--- src/rtl/hazard_ctrl.sv ---
`default_nettype none
// ============================================================================
//  Module      : hazard_ctrl
//  Description : Pipeline hazard controller. Handles data-cache miss stalls
//                (RUN / MISS_WAIT / MISS_FILL), load-use bubbles and taken
//                branch flushes. Keeps saturating performance counters.
//  Revision    : 1.0 - initial release
// ============================================================================
module hazard_ctrl #(
    parameter int CNT_W = 32
) (
    input  logic             clk_i,
    input  logic             rst_i,
    input  logic [4:0]       IF_ID_RS1addr_i,
    input  logic [4:0]       IF_ID_RS2addr_i,
    input  logic [4:0]       ID_EX_RDaddr_i,
    input  logic             ID_EX_MemRead_i,
    input  logic             Branch_taken_i,
    input  logic             dcache_miss_i,
    input  logic             mem_ack_i,
    output logic             PCWrite_o,
    output logic             IF_ID_Write_o,
    output logic             IF_ID_Flush_o,
    output logic             ID_EX_Bubble_o,
    output logic             Pipe_Stall_o,
    output logic             mem_req_o,
    output logic [CNT_W-1:0] stall_cycles_o,
    output logic [CNT_W-1:0] loaduse_cnt_o,
    output logic [CNT_W-1:0] miss_cnt_o
);

    typedef enum logic [1:0] {
        RUN       = 2'd0,
        MISS_WAIT = 2'd1,
        MISS_FILL = 2'd2
    } state_t;

    state_t           state_q, state_d;
    logic             mem_req_q, mem_req_d;
    logic [CNT_W-1:0] stall_cnt_q, stall_cnt_d;
    logic [CNT_W-1:0] loaduse_cnt_q, loaduse_cnt_d;
    logic [CNT_W-1:0] miss_cnt_q, miss_cnt_d;
    logic             load_use;

    // Increment that sticks at all-ones instead of wrapping.
    function automatic logic [CNT_W-1:0] sat_inc(input logic [CNT_W-1:0] v);
        return (&v) ? v : v + CNT_W'(1);
    endfunction

    // Load-use: the load in EX writes a nonzero register read by the ID instruction.
    always_comb begin
        load_use = ID_EX_MemRead_i && (ID_EX_RDaddr_i != 5'd0) &&
                   ((ID_EX_RDaddr_i == IF_ID_RS1addr_i) ||
                    (ID_EX_RDaddr_i == IF_ID_RS2addr_i));
    end

    // Pipeline control outputs; priority is miss stall > load-use > branch flush.
    always_comb begin
        PCWrite_o      = 1'b1;
        IF_ID_Write_o  = 1'b1;
        IF_ID_Flush_o  = 1'b0;
        ID_EX_Bubble_o = 1'b0;
        Pipe_Stall_o   = 1'b0;
        if (!rst_i) begin
            if ((state_q != RUN) || dcache_miss_i) begin
                Pipe_Stall_o  = 1'b1;
                PCWrite_o     = 1'b0;
                IF_ID_Write_o = 1'b0;
            end else if (load_use) begin
                PCWrite_o      = 1'b0;
                IF_ID_Write_o  = 1'b0;
                ID_EX_Bubble_o = 1'b1;
            end else if (Branch_taken_i) begin
                IF_ID_Flush_o = 1'b1;
            end
        end
    end

    // Next-state for the miss sequencer, refill request and counters.
    always_comb begin
        state_d       = state_q;
        mem_req_d     = mem_req_q;
        stall_cnt_d   = stall_cnt_q;
        loaduse_cnt_d = loaduse_cnt_q;
        miss_cnt_d    = miss_cnt_q;

        case (state_q)
            RUN: begin
                if (dcache_miss_i) begin
                    state_d   = MISS_WAIT;
                    mem_req_d = 1'b1;
                end
            end
            MISS_WAIT: begin
                if (mem_ack_i) begin
                    state_d   = MISS_FILL;
                    mem_req_d = 1'b0;
                end
            end
            MISS_FILL: begin
                // One fill cycle, then resume; a miss presented here is ignored.
                state_d    = RUN;
                miss_cnt_d = sat_inc(miss_cnt_q);
            end
            default: begin
                state_d   = RUN;
                mem_req_d = 1'b0;
            end
        endcase

        if (Pipe_Stall_o) begin
            stall_cnt_d = sat_inc(stall_cnt_q);
        end
        if (ID_EX_Bubble_o) begin
            loaduse_cnt_d = sat_inc(loaduse_cnt_q);
        end
    end

    // State register; reset wins over any in-flight miss or acknowledge.
    always_ff @(posedge clk_i) begin
        if (rst_i) begin
            state_q       <= RUN;
            mem_req_q     <= 1'b0;
            stall_cnt_q   <= '0;
            loaduse_cnt_q <= '0;
            miss_cnt_q    <= '0;
        end else begin
            state_q       <= state_d;
            mem_req_q     <= mem_req_d;
            stall_cnt_q   <= stall_cnt_d;
            loaduse_cnt_q <= loaduse_cnt_d;
            miss_cnt_q    <= miss_cnt_d;
        end
    end

    assign mem_req_o      = mem_req_q;
    assign stall_cycles_o = stall_cnt_q;
    assign loaduse_cnt_o  = loaduse_cnt_q;
    assign miss_cnt_o     = miss_cnt_q;

endmodule
`default_nettype wire

--- config.mk ---
export PLATFORM = sky130hd
export DESIGN_NAME = hazard_ctrl
export DESIGN_NICKNAME = d
export VERILOG_FILES = /design/src/rtl/hazard_ctrl.sv
export SDC_FILE = /design/constraint.sdc
export NUM_CORES = 1
export LEC_CHECK = 0
export BUFFER_PORTS_ARGS = -buffer_cell sky130_fd_sc_hd__buf_2
export CAP_MARGIN = 20
export CORE_ASPECT_RATIO = 1.75
export CORE_MARGIN = 3
export CORE_UTILIZATION = 40
export DETAILED_ROUTE_END_ITERATION = 6
export HOLD_SLACK_MARGIN = 0.06
export SLEW_MARGIN = 25
export SYNTH_ARGS = -nofsm -noshare
export SYNTH_HDL_FRONTEND = slang
export SYNTH_SLANG_ARGS = --single-unit
--- constraint.sdc ---
create_clock -name clk_i -period 3.8 [get_ports clk_i]
set_clock_uncertainty 0.05 [all_clocks]
set_input_delay 0.76 -clock clk_i [delete_from_list [all_inputs] [get_ports clk_i]]
set_output_delay 0.76 -clock clk_i [all_outputs]
set_load 0.05 [all_outputs]
==> results.ini <==
[run_status]
status = completed

[pwr]
p_clk_share_pct = 45.5
powerDensity_nw_per_um2 = 354
netSwitchingFraction_pct = 22.2
ir_drop_v = 0.000247
pwr-share-seq_pct = 49.1
intPower_mw = 1.67
p_sw_mw = 0.475
p_leak_nw = 2.33
comb_power_share_pct = 5.5

[logic_synthesis]
synth_top_cell_area_share_pct = 39.8
postSynthCellCount = 609
synth_ff_type = dfxtp_1
synth_top_area_cell = dfxtp_1
syn_nets = 633
async_flop_share_pct = 0
ys_seq_area_share_pct = 39.8
ys_warn_count = 0
yosysMostFrequentCell = dfxtp_1
syn_area_per_cell_um2 = 8.17
synth_edf_count = 0
synth_area_leaders = dfxtp_1, xnor2_1, nor2_1, nand3_1, xor2_1
synthTopCellsByCount = dfxtp_1, nor2_1, nand3_1
ys_ff_latch = 99
synth_area_um2 = 4970
synth.distinct_cells = 53

[floorplan]
dieArea_um2 = 13900
num_rows = 53
die_x_um = 90.3
core_um2 = 12100
start_util_pct = 41.2
die_h_um = 154
io_pins = 123

[global_routing]
grt_pass1_wl_um = 22900
grt_usage_pct = 19.9
grt_max_degree = 100
antenna_found_initial = 0
grt_pass1_vias = 4717
globalRouteOverflowTotal = 0

[sta]
max_freq_mhz = 319
rsz0062_at_grt = false
finalWorstSetupSlack_ps = 668
hold_viol_final = 0
finalSetupViolCount = 0
min_period_over_period_pct = 82.4
fin_setup_tns_ps = 0
maxSlewViolCount = 0
slew_headroom_pct = 33.1
tightestPinTransition_ps = 978
final.min_clock_period_ps = 3130

[setup_path]
rrSetupSlack_ps = 940
reg2reg_to = loaduse_cnt_o[26]
critical_path_class = in2out
r2r-start = loaduse_cnt_o[0]
worst_ep_arrival_time_ps = 2320
worstRegToRegCells = 6
start_kind = input pin
critPathMaxFanout = 5
cp-end-kind = primary output
critPathRequiredTime_ps = 2990

[clocking]
cts_setup_buffers = 0
root_buffer = clkbuf_16
htreeDepth = 3
cts.sinks = 99
cts_resized = 0
hold_buffers = 0
clk_latency_ps = 340
max-clock-path-buffers = 2
cts.clk_slew.worst_paths_ps = 60
cts_tree = yes
cts_buffers = 9

[detailed_routing]
antenna_left = 0
drtPass1Iterations = 4
dr.first_iter.drc_count = 211
drc = 0
detail_route.wl_per_cell_um = 15.4
dr_total_vias = 4836
viasPerCell = 5.43
totalWireLength_um = 13700

[placement]
post-place-ws_ps = 669
gp_congestion = 0.909
io_buffers = 122
hpwl_um = 10000

[min_path]
hold_path_startpoint = mem_req_o
hold_end = mem_req_o
hold_path.class = reg2reg
hold_depth = 2

[final_layout]
n_antenna_cell = 0
layout.nets = 746
drive_above_1_share_pct = 21.5
areaGrowthSynthToFinish_pct = 21.5

[run]
maxCapViolations = 0

-- state kept, by name, indices dropped and copies added, names as in the netlist --
register / count
loaduse_cnt_o: 32
mem_req_o: 1
state_q: 2
stall_cycles_o: 32
miss_cnt_o: 32
-- layout make-up --
class / count / area [um2]
clock inverters: 5 / 77.6
fillers: 1260 / 6030
well taps: 165 / 206
inverters: 7 / 26.3
clock buffers: 10 / 239
flip-flops and latches: 99 / 1980
multi-input cells: 478 / 2860
repair buffers: 127 / 652
-- critical path, stage by stage --
cell and delay (ps):
buf_2 120, or4_1 500, o21ai_0 200, buf_4 170
nand2b_1 110, nor3b_1 170, buf_2 290
-- stage by stage --
stage	instance area [um2]	util (%)	hold WS [ps]	cells	total power [mW]
floorplan	4980	-	467	609	1.16
detailed placement	5720	47.4	439	876	1.19
finish	6040	50.1	450	891	2.14
global route	6040	50.1	480	891	2.23
CTS	6040	50.0	459	891	2.17
global placement	5720	47.4	416	876	1.19
-- cell usage in the layout, fill, tap and decap left out, drive strengths merged, types with 2 or more instances in the layout --
cell type	instances
a211oi	2
a21oi	33
and2	6
and3	19
and4	12
buf	127
bufinv	2
clkbuf	10
clkinv	2
dfxtp	99
ha	3
inv	7
mux2	4
nand2	37
nand2b	4
nand3	55
nand3b	2
nand4	32
nor2	80
nor2b	5
nor3	26
nor3b	4
nor4	4
nor4b	4
o21a	2
o21ai	25
o31ai	6
or3	25
or4	6
or4b	2
xnor2	36
xor2	30
-- layer usage --
layer | wire length [um] | track usage [%] | vias up
li1 | - | - | 2408
met1 | 5700 | 22.6 | 2288
met2 | 7090 | 35.8 | 113
met3 | 560 | 4.06 | 27
met4 | 384 | 8.25 | 0
met5 | 0 | 0 | -
-- cells by family (layout without fill, tap and decap cells) --
kind of cell	after synthesis	after routing	share of synthesized area, %
mux	5	5	1.18
simple gates	326	326	34.8
fa+ha+maj	3	3	0.755
flops	99	99	39.8
xor+xnor	66	66	11.6
compound gates	78	78	9.06
buf+inv	32	149	2.69
-- how the worst max path moves through the flow --
stage	start	to	slack (ps)	depth (start not counted)
6_report	ID_EX_RDaddr_i[1]	IF_ID_Flush_o	670	7
3_3_place_gp	ID_EX_RDaddr_i[1]	IF_ID_Flush_o	650	7
2_1_floorplan	ID_EX_RDaddr_i[1]	IF_ID_Flush_o	70	4
4_1_cts	ID_EX_RDaddr_i[1]	IF_ID_Flush_o	650	7
5_1_grt	ID_EX_RDaddr_i[1]	IF_ID_Flush_o	510	7
3_5_place_dp	ID_EX_RDaddr_i[1]	IF_ID_Flush_o	670	7
-- power groups by stage --
stage | registers [mW] | logic (mW) | clock network (mW)
6_report | 1.05 | 0.118 | 0.974
4_1_cts | 1.05 | 0.118 | 1.01
5_1_grt | 1.05 | 0.127 | 1.05
2_1_floorplan | 1.09 | 0.0682 | 0
3_5_place_dp | 1.07 | 0.118 | 0
3_3_place_gp | 1.07 | 0.115 | 0
Note: power is estimated with default switching activity, not from simulation.
